## src/rtl/alu_seq_pkg.sv

```systemverilog
// alu_seq_pkg: shared state encoding and default widths for the ALU sequencer.
package alu_seq_pkg;
    localparam int OPW_DEF  = 3;
    localparam int CNTW_DEF = 4;

    typedef enum logic [2:0] {
        S_IDLE,
        S_LOAD_A,
        S_LOAD_B,
        S_EXEC,
        S_STORE,
        S_DONE
    } state_t;

    localparam state_t LOOP_TARGET = S_LOAD_A;
endpackage

```

## src/rtl/alu_sequencer_iter_counter.sv

```systemverilog
// iter_counter: iteration counter that latches the run length and flags the last iteration.
module iter_counter #(
    parameter int CNTW = 4
) (
    input  logic            i_clk,
    input  logic            i_rst,
    input  logic            i_clr,
    input  logic            i_inc,
    input  logic            i_hold,
    input  logic [CNTW-1:0] i_n,
    output logic [CNTW-1:0] o_iter,
    output logic            o_last
);
    logic [CNTW-1:0] r_iter;
    logic [CNTW-1:0] r_n;

    always_ff @(posedge i_clk or posedge i_rst) begin
        if (i_rst) begin
            r_iter <= '0;
            r_n    <= '0;
        end else if (i_clr) begin
            r_iter <= '0;
            r_n    <= i_n;
        end else if (i_inc && !i_hold) begin
            r_iter <= r_iter + CNTW'(1);
        end
    end

    // Compare before incrementing so N = 2^CNTW-1 never needs iter to wrap.
    assign o_last = (r_iter + CNTW'(1)) == r_n;
    assign o_iter = r_iter;
endmodule

```

## src/rtl/alu_sequencer.sv

```systemverilog
// alu_sequencer: runs load-A/load-B/exec/store N times with a start/busy/done handshake and hold stall.
module alu_sequencer
    import alu_seq_pkg::*;
#(
    parameter int OPW  = OPW_DEF,
    parameter int CNTW = CNTW_DEF
) (
    input  logic            CLKb,
    input  logic            RST,
    input  logic            start,
    input  logic [OPW-1:0]  op_in,
    input  logic [CNTW-1:0] count_in,
    input  logic            hold,
    output logic            enA,
    output logic            enB,
    output logic            enALU,
    output logic            enC,
    output logic [OPW-1:0]  alu_op,
    output logic            busy,
    output logic            done,
    output logic [CNTW-1:0] iter
);
    state_t         r_state;
    state_t         w_next;
    logic [OPW-1:0] r_alu_op;
    logic           w_start;
    logic           w_hold;
    logic           w_last;

    assign w_start = (r_state == S_IDLE) && start;
    assign w_hold  = hold && (r_state != S_IDLE) && (r_state != S_DONE);

    iter_counter #(.CNTW(CNTW)) u_iter (
        .i_clk  (CLKb),
        .i_rst  (RST),
        .i_clr  (w_start),
        .i_inc  (r_state == S_STORE),
        .i_hold (w_hold),
        .i_n    (count_in),
        .o_iter (iter),
        .o_last (w_last)
    );

    always_comb begin
        w_next = w_hold                 ? r_state :
                 (r_state == S_IDLE)    ? (start ? ((count_in == '0) ? S_DONE : S_LOAD_A) : S_IDLE) :
                 (r_state == S_LOAD_A)  ? S_LOAD_B :
                 (r_state == S_LOAD_B)  ? S_EXEC :
                 (r_state == S_EXEC)    ? S_STORE :
                 (r_state == S_STORE)   ? (w_last ? S_DONE : LOOP_TARGET) :
                 S_IDLE;
    end

    always_ff @(posedge CLKb or posedge RST) begin
        if (RST) begin
            r_state  <= S_IDLE;
            r_alu_op <= '0;
        end else begin
            r_state <= w_next;
            if (w_start)
                r_alu_op <= op_in;
        end
    end

    assign enA    = (r_state == S_LOAD_A) && !hold;
    assign enB    = (r_state == S_LOAD_B) && !hold;
    assign enALU  = (r_state == S_EXEC)   && !hold;
    assign enC    = (r_state == S_STORE)  && !hold;
    assign busy   = r_state != S_IDLE;
    assign done   = r_state == S_DONE;
    assign alu_op = r_alu_op;
endmodule

```

## config.mk

```make
export PLATFORM = sky130hd
export DESIGN_NAME = alu_sequencer
export DESIGN_NICKNAME = d
export VERILOG_FILES = /design/src/rtl/alu_seq_pkg.sv /design/src/rtl/alu_sequencer_iter_counter.sv /design/src/rtl/alu_sequencer.sv
export SDC_FILE = /design/constraint.sdc
export NUM_CORES = 1
export LEC_CHECK = 0
export CORE_MARGIN = 2
export CORE_UTILIZATION = 41
export DETAILED_ROUTE_END_ITERATION = 6
export GPL_ROUTABILITY_DRIVEN = 0
export PLACE_DENSITY = 0.73
export SLEW_MARGIN = 10
export SYNTH_ARGS = -nofsm -noshare
export SYNTH_HDL_FRONTEND = slang
export SYNTH_SLANG_ARGS = --single-unit
```

## constraint.sdc

```tcl
create_clock -name CLKb -period 1.49 [get_ports CLKb]
set_input_delay 0.149 -clock CLKb [delete_from_list [all_inputs] [get_ports CLKb]]
set_output_delay 0.149 -clock CLKb [all_outputs]
set_load 0.02 [all_outputs]
```

**Word-level counts from Yosys, hierarchy flattened**

Index checks and enable logic that the tools add are counted.

- Register bits after elaboration: 14
- Latch bits: 0
- Memory bits (writable): 0
- Memory bits (read-only): 0
- Input port bits: 11
- Output and inout bits: 13
- Logic and storage cells: 36
- Memories kept: 0

- Add/sub/neg operators: 1
- Multipliers: 0
- Divide/modulo/power cells: 0
- Order comparisons: 0
- Equality and inequality tests: 7
- Shift-type cells: 0
- Multiplexer cells: 10
- Bitwise operators: 0
- Reductions and logical operators: 14

Operators with widths:

| cell | number |
|---|---|
| 3-bit two-way mux | 8 |
| 1-bit logical AND | 8 |
| 4-bit two-way mux | 2 |
| 3-bit by 2-bit == test with 1-bit output, second input constant | 2 |
| 3-bit == test, second input constant | 2 |
| 4-bit by 1-bit adder with 4-bit output, second input constant | 1 |
| 4-bit == test | 1 |
| 4-bit logical NOT | 1 |
| 3-bit by 1-bit == test with 1-bit output, second input constant | 1 |
| 3-bit logical NOT | 1 |
| 3-bit != test, second input constant | 1 |
| 3-bit nonzero test | 1 |
| 1-bit logical NOT | 2 |
| 2-bit nonzero test | 1 |

**Longest topological paths before layout**

Gate-level depths: netlist of the first run.

- Depth after elaboration: 8
- Depth in mapped cells: 5
- Gate-level depth less buffers: 4

**Modules after synthesis**

From an unflattened synthesis of the first run, not the netlist that was laid out.

- Cell total of the unflattened synthesis: 79
- Area total of the unflattened synthesis: 812.0 um^2

Modules (own cells, without submodules):

| module | times used | cells an instance | area each (um^2) |
|---|---|---|---|
| iter_counter | 1 | 39 | 425.4 |
| alu_sequencer | 1 | 40 | 386.6 |

**Least setup slack after synthesis of the first run**

OpenSTA, ideal clock, no wires.

- Kind: register to register
- Start: reg r_state[0]
- End: reg r_alu_op[1] (netlist: alu_op[1])
- Setup time: 0.125 ns
- Arrival time: 1.326 ns
- Path slack: 0.039 ns
- Cell stages (with the launch flop): 5
- Path buffers: 2
- Clock period less this slack: 1.451 ns
- Cell sequence: dfrtp_1 -> buf_6 -> nor4b_4 -> buf_6 -> mux2_4

- Longest elaborated chain between the ends: 2

Ends and longest elaborated chain:

| element | line | RTL |
|---|---|---|
| start: declaration | alu_sequencer.sv:23 | `state_t r_state;` |
| start signal: assignment | alu_sequencer.sv:59 | `r_state <= w_next;` |
| 3-bit logical NOT | alu_sequencer.sv:30 | `assign w_start = (r_state == S_IDLE) && start;` |
| 1-bit logical AND | alu_sequencer.sv:30 |  |
| end signal: assignment | alu_sequencer.sv:61 | `r_alu_op <= op_in;` |
| end: declaration | alu_sequencer.sv:25 | `logic [OPW-1:0] r_alu_op;` |

No other way between the ends.
A chain may end at the register's enable or synchronous reset.

**Worst setup path after layout of the first run**

- Start: reg r_state[2]
- End: reg r_state[2]

- Longest elaborated chain between the ends: 6
- Elaborated cells between the ends (all ways): 14
- Classes of those cells: eq/ne: 5; mux: 5; reduce/logical: 4

Ends and longest elaborated chain:

| element | line | RTL |
|---|---|---|
| 3-bit == test | alu_sequencer.sv:50 | `(r_state == S_STORE) ? (w_last ? S_DONE : LOOP_TARGET) :` |
| 3-bit two-way mux | alu_sequencer.sv:50 |  |
| 3-bit two-way mux | alu_sequencer.sv:49 | `(r_state == S_EXEC) ? S_STORE :` |
| 3-bit two-way mux | alu_sequencer.sv:48 | `(r_state == S_LOAD_B) ? S_EXEC :` |
| 3-bit two-way mux | alu_sequencer.sv:47 | `(r_state == S_LOAD_A) ? S_LOAD_B :` |
| 3-bit two-way mux | alu_sequencer.sv:46 | `(r_state == S_IDLE) ? (start ? ((count_in == '0) ? S_DONE : S_LOAD_A) : S_IDLE) :` |

Parallel ways exist; a longest one is shown, timed or not.

==> results of run 1 <==
[worst min path at each step]
stage                  endpoint  slack [ns]      start
3_5_place_dp          alu_op[2]        0.50  alu_op[2]
5_1_grt           u_iter.r_n[3]        0.29        RST
3_3_place_gp          alu_op[0]        0.49  alu_op[0]
2_1_floorplan         alu_op[0]        0.04        RST
4_1_cts        u_iter.o_iter[2]        0.23        RST
6_report              alu_op[1]        0.21        RST
[through the flow]
stage	std cells	power, mW	hold WS, ns	TNS (ns)	setup slack [ns]
4_1_cts	135	2.342	0.2300	-0.4895	-0.08399
5_1_grt	137	2.591	0.2874	-1.443	-0.1803
3_3_place_gp	127	1.999	0.4915	-1.476	-0.2496
3_5_place_dp	127	2.033	0.4954	-1.654	-0.3119
2_1_floorplan	71	1.566	0.03822	0	0.03888
6_report	137	2.424	0.2073	-0.6831	-0.09386
[repair_timing]
action,4_1_cts,5_1_grt
setup endpoints to repair,15,16
pin swaps,2,4
setup buffers,5,2
gates resized for setup,34,10
[cells by family (layout without fill, tap and decap cells)]
group                      Yosys count  count (layout)  synth area share, %
DFF                                 14              14                42.17
AOI/OAI and AO/OA                    7               7                6.927
buffers and inverters                7              46                5.572
muxes                                9               9                14.61
xor gates and xnor gates             9               9                9.487
adders and majority gates            1               1                1.506
and+or+nand+nor                     24              24                19.73
[placed cells by master, fill, tap and decap left out, types with 2 or more instances in the layout]
| cell type | instances |
|---|---|
| clkdlybuf4s50_1 | 15 |
| buf_4 | 15 |
| dfrtp_1 | 12 |
| mux2_4 | 7 |
| nor2_1 | 6 |
| xnor2_1 | 5 |
| buf_6 | 5 |
| xor2_1 | 4 |
| inv_1 | 3 |
| nand2_1 | 3 |
| nand2b_1 | 3 |
| clkbuf_4 | 3 |
| nor4b_4 | 2 |
| a21oi_1 | 2 |
| mux2i_1 | 2 |
| buf_2 | 2 |
| dfrtp_2 | 2 |
[per-layer routing]
layer	part of all wire, %	up-vias	track usage, %
met2	51	21	30.14
li1	-	321	-
met3	4.3	0	4.294
met1	44	306	19.57
met5	0	-	0
met4	0	0	4.286
[registers in the layout, indices dropped and copies added, names as in the netlist]
signal and cells:
alu_op 3, r_state 3, u_iter.o_iter 4, u_iter.r_n 4
[layout make-up]
type / instances / area, sq um
fill: 172 / 696.9
multi-input combinational: 50 / 454.2
timing repair buffer: 40 / 370.4
sequential: 14 / 352.8
tap: 27 / 33.78
clock buffer: 3 / 22.52
inverter: 3 / 11.26
[worst reg2reg max path, stage by stage, from the launching register on]
cell      delay [ns]
dfrtp_1         0.40
buf_6           0.13
buf_6           0.11
nor4b_4         0.34
buf_12          0.18
a211o_1         0.13
o221ai_2        0.08
a31oi_2         0.14
[synthesized netlist by cell type (3+ instances only)]
| cell type | n | share of area, % |
|---|---|---|
| inv_1 | 3 | 1.4 |
| dfrtp_1 | 14 | 42 |
| nor2_1 | 6 | 2.7 |
| xnor2_1 | 5 | 5.3 |
| nand2_1 | 3 | 1.4 |
| xor2_1 | 4 | 4.2 |
| mux2_4 | 6 | 11 |
| nand2b_1 | 3 | 2.3 |
[power by group through the flow]
stage,clock [mW],sequential [mW],combinational [mW]
final,0.210,0.733,1.48
after global routing,0.229,0.756,1.61
after CTS,0.216,0.727,1.40
after detailed placement,0,0.738,1.30
after global placement,0,0.732,1.27
after floorplan,0,0.753,0.812
==> out/qor_table.md, run 1 <==
| Metric | Reported | Unit |
|:---|:---|:---|
| Post-route DRC violation count | 0 | - |
| Final hold violations | 0 | - |
| Final cycle utilization of the critical path | 106.3 | % |
| Clock latency on the worst-skew pair | 0.27 | ns |
| Sequential cell area fraction in the yosys report | 42.17 | % |
| Kind of critical path | reg2reg | - |
| Net count after synthesis | 83 | - |
| Critical Path Stages | 7 | - |
| Wire length of the first global-routing pass | 3.077 | mm |
| Number of enable-type register cells in the synthesized netlist | 0 | - |
| Critical Path Max Stage Delay | 0.40 | ns |
| CTS tree | yes | - |
| Startpoint types | flop | - |
| Crit Reg-Reg Endpoint | r_state[2] | - |
| Violated checks | negative setup slack | - |
| Post-route standard cell area excluding fillers | 1245 | sq um |
| Cell internal pwr | 1.538 | mW |
| R2R setup slack | -0.09 | ns |
| Number of global-route vias before repair | 712 | - |
| Kind of capture point of the worst setup path | flop | - |
| Unique cell type count in the Yosys netlist | 30 | - |
| Max-cap check violation count | 0 | - |
| IO Pins | 24 | - |
| Top cell by count, worst path | buf_6 | - |
| Portion of total power attributed to sequential cells | 30.2 | % |
| Switching share of power | 36.57 | % |
| Min setup slack post-route | -0.09386 | ns |
| Per-cell via count in the routed design | 4.730 | - |
| Combinational group share of total power | 61.1 | % |
| Die height | 49.02 | um |
| Number of buffers inserted during clock tree synthesis | 3 | - |
| Leakage power | 0.5890 | nW |
| Sequence of cells on the critical path | buf_6 -> buf_6 -> nor4b_4 -> buf_12 -> a211o_1 -> o221ai_2 -> a31oi_2 | - |
| Port Buffers | 23 | - |
| Setup violation total in the final timing report | 9 | - |
| Slew Limit Headroom | 64.87 | % |
| CP top delay family | buffers and inverters | - |
| Number of nets still failing antenna checks after routing | 0 | - |
| Final standard cell utilization of the core | 64.11 | % |
| Measured slew at the worst slew-check pin | 0.5263 | ns |
| Hold crit path type | in2async | - |
| Cell at the slowest stage of the critical path | dfrtp_1 | - |
| Final routed wire length divided by cell count | 12.39 | um |
| Arrival time of data at the critical path endpoint | 1.78 | ns |
| Setup crit end | r_state[2] | - |
| Setup repair after global routing missed its margin | true | - |
| Number of storage elements in the synthesis netlist | 14 | - |
| Crit path required time | 1.69 | ns |
| Worst path buffer plus inverter count | 3 | - |
| Synth Area per Inst | 11.70 | sq um |
| Violation count after the first detailed-route iteration | 5 | - |
| Final Slew Violations | 0 | - |
| Layout cell share with drive strength beyond 1 | 39.09 | % |
| Clock sinks | 14 | - |
| Main synth FF type | dfrtp_1 | - |
| Clock-pin slew on the worst setup and hold paths | 0.08 | ns |
| Number of warning messages in the yosys log | 0 | - |
| Clk network pwr share | 8.6 | % |
| Clock H-tree levels | 1 | - |
| Number of standard-cell rows in the floorplan | 16 | - |
| HPWL after detailed placement | 1.269 | mm |
| Reg2reg start | r_state[2] | - |
| Area after DPL | 1147 | sq um |
| Starting utilization of the core area | 42.78 | % |
| Power Density | 1947 | nW/um^2 |
| Share of synthesized flip-flops with an asynchronous set or reset | 100.0 | % |
| Worst Reg2Reg Path Length in Cells | 7 | - |
| Max clock buf depth | 2 | - |
| Grt ovf | 0 | - |
| Length of the first detailed-routing pass in iterations | 2 | - |
| Die area | 2402 | sq um |
| Post-CTS Hold Fix Bufs | 0 | - |
| Area growth from synthesis to layout | 49.85 | % |
| Pin count of the biggest net entering global routing | 15 | - |
| Die width | 49.02 | um |
| Count of inserted antenna diode cells | 0 | - |
| Total Routed Length | 1.697 | mm |
| Post-layout minimum cycle time | 1.584 | ns |
| Peak Freq | 0.6314 | GHz |
| Max FO, Critical Path | 8 | - |
| Aggregate global-route resource usage | 16.70 | % |
| Result of the run | complete, but fails checks | - |
| Via Count | 648 | - |
| Worst-case clock skew | 0.001202 | ns |
| Post-synthesis instance area | 830.8 | sq um |
| Clock root cell | clkbuf_4 | - |
| NetSw | 0.8864 | mW |
| Launching instance or port of the critical path | r_state[2] | - |
| Worst-case vdd ir drop | 0.001118 | V |
| Cell count after synthesis | 71 | - |
| Initial antenna violation count | 0 | - |
| Number of nets in the layout | 124 | - |
| CORE AREA | 1942 | sq um |
(Power assumes the default switching activity.)
==> run 2: changes to the inputs <==
--- a/config.mk
+++ b/config.mk
@@ -9,7 +9,7 @@
 export CORE_UTILIZATION = 41
 export DETAILED_ROUTE_END_ITERATION = 6
 export GPL_ROUTABILITY_DRIVEN = 0
-export PLACE_DENSITY = 0.73
+export PLACE_DENSITY = 0.84
 export SLEW_MARGIN = 10
 export SYNTH_ARGS = -nofsm -noshare
 export SYNTH_HDL_FRONTEND = slang
==> run 2 against run 1 <==
The run still ends with negative setup slack left; maximum frequency shrank 1.6%; global-route usage grew 0.44 points; via count grew 5.2%; combinational power is essentially flat; final cell count grew 2.2%; core utilization grew 0.26 points; count of clock-buffer cells in the layout is the same; critical endpoint is now alu_op[1].
==> out/qor_table.md, run 2 (synthesis results as in run 1) <==
| Metric | Reported | Unit | Change |
|:---|:---|:---|:---|
| Result of the run | complete, but fails checks | - | unchanged |
| Violated checks | negative setup slack | - | unchanged |
| Kind of critical path | reg2reg | - | unchanged |
| Switching share of power | 37.54 | % | was 36.57% |
| Final standard cell utilization of the core | 64.37 | % | was 64.11% |
| HPWL after detailed placement | 1.378 | mm | was 1.269 mm |
| Final Slew Violations | 0 | - | unchanged |
| Portion of total power attributed to sequential cells | 30.6 | % | was 30.2% |
| Worst-case clock skew | 0.002752 | ns | was 0.001202 ns |
| Number of nets still failing antenna checks after routing | 0 | - | unchanged |
| Aggregate global-route resource usage | 17.14 | % | was 16.70% |
| Count of inserted antenna diode cells | 0 | - | unchanged |
| Area growth from synthesis to layout | 50.45 | % | was 49.85% |
| CORE AREA | 1942 | sq um | unchanged |
| Clock H-tree levels | 1 | - | unchanged |
| Hold crit path type | in2async | - | unchanged |
| Setup repair after global routing missed its margin | true | - | unchanged |
| Max FO, Critical Path | 6 | - | was 8 |
| Min setup slack post-route | -0.1191 | ns | was -0.09386 ns |
| Via Count | 682 | - | was 648 |
| Post-route DRC violation count | 0 | - | unchanged |
| Number of cells in the design after placement | 130 | - | was 127 |
| Starting utilization of the core area | 42.78 | % | unchanged |
| Commonest cells after routing, fill and taps aside | 20 x buf_4, 14 x clkdlybuf4s50_1, 11 x dfrtp_1 | - | was 15 x clkdlybuf4s50_1, 15 x buf_4, 12 x dfrtp_1 |
| Power Density | 1939 | nW/um^2 | was 1947 nW/um^2 |
| Die area | 2402 | sq um | unchanged |
| Crit path required time | 1.66 | ns | was 1.69 ns |
| Final routed wire length divided by cell count | 13.49 | um | was 12.39 um |
| Leakage power | 0.6124 | nW | was 0.5890 nW |
| Measured slew at the worst slew-check pin | 0.5503 | ns | was 0.5263 ns |
| Clock latency on the worst-skew pair | 0.28 | ns | was 0.27 ns |
| Startpoint types | flop | - | unchanged |
| Dpl ws | -0.3585 | ns | was -0.3119 ns |
| Clock-pin slew on the worst setup and hold paths | 0.08 | ns | about the same |
| Violation count after the first detailed-route iteration | 3 | - | was 5 |
| CTS tree | yes | - | unchanged |
| Die height | 49.02 | um | unchanged |
| Hold Worst Slack | 0.2043 | ns | was 0.2073 ns |
| Port Buffers | 23 | - | unchanged |
| Number of global-route vias before repair | 761 | - | was 712 |
| Final hold violations | 0 | - | unchanged |
| Layout cell share with drive strength beyond 1 | 41.59 | % | was 39.09% |
| Number of nets in the layout | 127 | - | was 124 |
| Peak Freq | 0.6215 | GHz | was 0.6314 GHz |
| Final cycle utilization of the critical path | 108.0 | % | was 106.3% |
| Grt ovf | 0 | - | unchanged |
| Kind of capture point of the worst setup path | flop | - | unchanged |
| Per-cell via count in the routed design | 4.871 | - | was 4.730 |
| NetSw | 0.9099 | mW | was 0.8864 mW |
| IO Pins | 24 | - | unchanged |
| Setup violation total in the final timing report | 11 | - | was 9 |
| Clk network pwr share | 8.9 | % | was 8.6% |
| Slew Limit Headroom | 63.27 | % | was 64.87% |
| Number of buffers inserted during clock tree synthesis | 3 | - | unchanged |
| Combinational group share of total power | 60.5 | % | was 61.1% |
| Leading cell type in the layout, fill and taps excluded | buf_4 | - |  |
| Post-layout minimum cycle time | 1.609 | ns | was 1.584 ns |
| Clock sinks | 14 | - | unchanged |
| Clock root cell | clkbuf_4 | - | unchanged |
| Post-CTS Hold Fix Bufs | 0 | - | unchanged |
| Die width | 49.02 | um | unchanged |
| Arrival time of data at the critical path endpoint | 1.78 | ns | about the same |
| Worst-case vdd ir drop | 0.001030 | V | was 0.001118 V |
| Initial antenna violation count | 0 | - | unchanged |
| Pin count of the biggest net entering global routing | 15 | - | unchanged |
| Total Routed Length | 1.888 | mm | was 1.697 mm |
| Length of the first detailed-routing pass in iterations | 4 | - | was 2 |
| Post-Layout Cell Count | 140 | - | was 137 |
| Max-cap check violation count | 0 | - | unchanged |
| Number of standard-cell rows in the floorplan | 16 | - | unchanged |
| Max clock buf depth | 2 | - | unchanged |
| Wire length of the first global-routing pass | 3.174 | mm | was 3.077 mm |
| Cell internal pwr | 1.514 | mW | was 1.538 mW |
| Power after layout | 2.424 | mW | about the same |
[run 2: what timing repair did]
item | CTS | global route
setup buffers | 5 | 3
endpoints found under the setup margin | 15 | 17
pin swaps | 2 | 1
resized for setup | 34 | 10
[run 2: worst paths after layout]
| check | from | cells past startpoint | end | slack [ns] |
|---|---|---|---|---|
| worst max-delay path | r_state[2] | 4 | alu_op[1] | -0.12 |
| worst min-delay path | RST | 2 | alu_op[0] | 0.20 |
| worst max register to register | r_state[2] | 4 | alu_op[1] | -0.12 |
| worst min register to register | alu_op[1] | 1 | alu_op[1] | 0.52 |
| max in group asynchronous | RST | 2 | r_state[0] | 0.89 |
| min in group CLKb | op_in[1] | 2 | alu_op[1] | 0.48 |
[run 2: per-layer routing]
layer | GRT usage (%) | share of wire (%) | vias to the layer above
li1 | - | - | 330
met1 | 17.93 | 42 | 320
met2 | 34.25 | 52 | 27
met3 | 2.454 | 4.4 | 5
met4 | 5.714 | 2.2 | 0
met5 | 0 | 0 | -
[run 2: power groups by stage]
stage                     sequential [mW]  clock (mW)  combinational (mW)
after floorplan                     0.753           0               0.812
after global placement              0.734           0                1.28
after detailed placement            0.744           0                1.32
after CTS                           0.742       0.220                1.40
after global routing                0.775       0.234                1.58
final                               0.741       0.216                1.47
[run 2: through the flow]
| stage | TNS [ns] | instance area (sq um) |
|---|---|---|
| 6_report | -0.8745 | 1250 |
| 5_1_grt | -1.554 | 1250 |
| 4_1_cts | -0.8529 | 1212 |
| 3_5_place_dp | -2.395 | 1157 |
| 3_3_place_gp | -2.025 | 1157 |
| 2_1_floorplan | 0 | 830.8 |
[run 2: layout make-up]
cell class	count	area (sq um)
inverters	3	11.26
clock buffers	3	22.52
fillers	163	691.9
multi-input cells	50	449.2
flip-flops and latches	14	354.1
repair buffers	43	379.1
well taps	27	33.78
[run 2: critical path: stages (launching register included)]
cell,delay [ns]
dfrtp_2,0.45
buf_6,0.14
nor4b_4,0.41
buf_4,0.21
mux2_4,0.29
==> run 3: changes to the inputs <==
--- a/config.mk
+++ b/config.mk
@@ -10,6 +10,7 @@
 export DETAILED_ROUTE_END_ITERATION = 6
 export GPL_ROUTABILITY_DRIVEN = 0
 export PLACE_DENSITY = 0.84
+export SKIP_LAST_GASP = 1
 export SLEW_MARGIN = 10
 export SYNTH_ARGS = -nofsm -noshare
 export SYNTH_HDL_FRONTEND = slang
==> run 3 against run 2 <==
The run still ends with negative setup slack left; final area rose by 2.0%; non-clock buffer count rose by 3; global-route usage rose by 0.065 points; register-to-register slack barely moved; total power rose by 2.0%; critical path depth did not move; critical endpoint unchanged; largest cell class unchanged; largest power group unchanged.
==> out/qor_table.md, run 3 (synthesis results as in run 1) <==
| Metric | Reported | Unit | Change |
|:---|:---|:---|:---|
| Fillers | 164 | - | was 163 |
| FF/Latch Area | 354.1 | sq um | unchanged |
| Arrival time of data at the critical path endpoint | 1.78 | ns | about the same |
| Number of nets in the layout | 130 | - | was 127 |
| Number of nets still failing antenna checks after routing | 0 | - | unchanged |
| Final routed wire length divided by cell count | 13.64 | um | was 13.49 um |
| Kind of capture point of the worst setup path | flop | - | unchanged |
| Pin count of the biggest net entering global routing | 15 | - | unchanged |
| Max Used Layer | met4 | - | unchanged |
| Die width | 49.02 | um | unchanged |
| CP top delay family | flip-flops | - | unchanged |
| Clock latency on the worst-skew pair | 0.28 | ns | about the same |
| Initial antenna violation count | 0 | - | unchanged |
| Setup repair after global routing missed its margin | true | - | unchanged |
| Crit path required time | 1.67 | ns | was 1.66 ns |
| Count of inserted antenna diode cells | 0 | - | unchanged |
| CTS tree | yes | - | unchanged |
| Max FO, Critical Path | 6 | - | unchanged |
| Port Buffers | 23 | - | unchanged |
| Hold crit path type | in2async | - | unchanged |
| Per-cell via count in the routed design | 4.804 | - | was 4.871 |
| Number of standard-cell rows in the floorplan | 16 | - | unchanged |
| Power Density | 1938 | nW/um^2 | was 1939 nW/um^2 |
| Result of the run | complete, but fails checks | - | unchanged |
| Leading cell type in the layout, fill and taps excluded | buf_4 | - | unchanged |
| Max-cap check violation count | 0 | - | unchanged |
| Min setup slack post-route | -0.1181 | ns | was -0.1191 ns |
| Length of the first detailed-routing pass in iterations | 4 | - | unchanged |
| Area growth from synthesis to layout | 53.46 | % | was 50.45% |
| Clock H-tree levels | 1 | - | unchanged |
| HPWL after detailed placement | 1.378 | mm | unchanged |
| Total Routed Length | 1.951 | mm | was 1.888 mm |
| Max clock buf depth | 2 | - | unchanged |
| Commonest cells after routing, fill and taps aside | 22 x buf_4, 14 x clkdlybuf4s50_1, 11 x dfrtp_1 | - | was 20 x buf_4, 14 x clkdlybuf4s50_1, 11 x dfrtp_1 |
| Final Slew Violations | 0 | - | unchanged |
| R2R setup slack | -0.12 | ns | about the same |
| Starting utilization of the core area | 42.78 | % | unchanged |
| Leakage power | 0.6368 | nW | was 0.6124 nW |
| Violation count after the first detailed-route iteration | 2 | - | was 3 |
| Startpoint types | flop | - | unchanged |
| Violated checks | negative setup slack | - | unchanged |
| Final hold violations | 0 | - | unchanged |
| Clock-pin slew on the worst setup and hold paths | 0.08 | ns | about the same |
| Layout cell share with drive strength beyond 1 | 42.24 | % | was 41.59% |
| Aggregate global-route resource usage | 17.20 | % | was 17.14% |
| Measured slew at the worst slew-check pin | 0.5521 | ns | was 0.5503 ns |
| Final cycle utilization of the critical path | 107.9 | % | was 108.0% |
| Kind of critical path | reg2reg | - | unchanged |
| Post-route standard cell area excluding fillers | 1275 | sq um | was 1250 sq um |
| Met2 wire length | 1.039 | mm | was 977 um |
| Critical Path Max Stage Delay | 0.45 | ns | about the same |
| Multi-input combinational cell area | 450.4 | sq um | was 449.2 sq um |
| Die area | 2402 | sq um | unchanged |
| Number of global-route vias before repair | 758 | - | was 761 |
| Setup violation total in the final timing report | 13 | - | was 11 |
| IO Pins | 24 | - | unchanged |
| Clock sinks | 14 | - | unchanged |
| Met1 routed wirelength after detailed routing | 812 | um | was 784 um |
| Wire length of the first global-routing pass | 3.187 | mm | was 3.174 mm |
| Hold Worst Slack | 0.2014 | ns | was 0.2043 ns |
| Peak Freq | 0.6219 | GHz | was 0.6215 GHz |
| Post-layout minimum cycle time | 1.608 | ns | was 1.609 ns |
| Via Count | 687 | - | was 682 |
| CORE AREA | 1942 | sq um | unchanged |
| Detail Route met3 WL | 75 | um | was 84 um |
| Cell at the slowest stage of the critical path | dfrtp_2 | - | unchanged |
| Worst path buffer plus inverter count | 2 | - | unchanged |
| Reg2reg start | r_state[2] | - | unchanged |
| Sequence of cells on the critical path | buf_6 -> nor4b_4 -> buf_4 -> mux2_4 | - | unchanged |
| Grt ovf | 0 | - | unchanged |
| Worst Reg2Reg Path Length in Cells | 4 | - | unchanged |
| Slew Limit Headroom | 63.15 | % | was 63.27% |
| Post-route DRC violation count | 0 | - | unchanged |
| Area after DPL | 1157 | sq um | unchanged |
| Post-CTS Hold Fix Bufs | 0 | - | unchanged |
| Worst-case clock skew | 0.002753 | ns | was 0.002752 ns |
| Number of buffers inserted during clock tree synthesis | 3 | - | unchanged |
| Die height | 49.02 | um | unchanged |
| Clock root cell | clkbuf_4 | - | unchanged |
| Crit Reg-Reg Endpoint | alu_op[1] | - | unchanged |
| Worst-case vdd ir drop | 0.001022 | V | was 0.001030 V |
-- run 3: cell type report --
class                      instances  area share (%)
clock buffer                       3           1.766
inverter                           3          0.8832
multi-input combinational         50           35.33
sequential                        14           27.77
tap                               27           2.650
timing repair buffer              46           31.60
-- run 3: what timing repair did --
action | 4_1_cts | 5_1_grt
resized for setup | 28 | 12
buffers inserted | 5 | 6
pin swaps | 1 | 2
gates cloned | 0 | 0
setup endpoints to repair | 15 | 18
-- run 3: how the worst max path moves through the flow --
stage               startpoint             to  slack, ns  depth (start not counted)
floorplan           r_state[0]      alu_op[1]       0.04                          4
global placement          hold            enB      -0.25                          4
detailed placement        hold            enB      -0.36                          4
CTS                 r_state[2]  u_iter.r_n[2]      -0.12                          4
global route        r_state[2]      alu_op[1]      -0.17                          4
finish              r_state[2]      alu_op[1]      -0.12                          4
-- run 3: power by group --
part / internal [mW] / switching (mW) / leakage [nW]
Combinational: 0.904 / 0.623 / 0.452
Sequential: 0.552 / 0.173 / 0.171
Clock: 0.0939 / 0.125 / 0.0138
Total: 1.55 / 0.921 / 0.637
-- run 3: metrics by stage --
| step | total power, mW | setup TNS (ns) | instances | worst slack [ns] | util, % |
|---|---|---|---|---|---|
| floorplan | 1.566 | 0 | 71 | 0.03888 | - |
| global placement | 2.018 | -2.025 | 130 | -0.2526 | 59.60 |
| detailed placement | 2.063 | -2.395 | 130 | -0.3585 | 59.60 |
| CTS | 2.363 | -1.015 | 138 | -0.1204 | 62.37 |
| global route | 2.634 | -1.823 | 143 | -0.1696 | 65.66 |
| finish | 2.471 | -1.006 | 143 | -0.1181 | 65.66 |
-- run 3: worst reg2reg max path, delay by kind of cell (launching register included) --
family	cells	cell delay [ns]
flip-flops	1	0.45
buffers and inverters	2	0.35
AND/OR/NAND/NOR	1	0.41
multiplexers	1	0.29
-- run 3: metal layers --
| metal | vias up | track usage [%] |
|---|---|---|
| met5 | - | 0 |
| met4 | 0 | 5.714 |
| met3 | 2 | 2.761 |
| met2 | 22 | 34.25 |
| met1 | 325 | 17.93 |
| li1 | 338 | - |
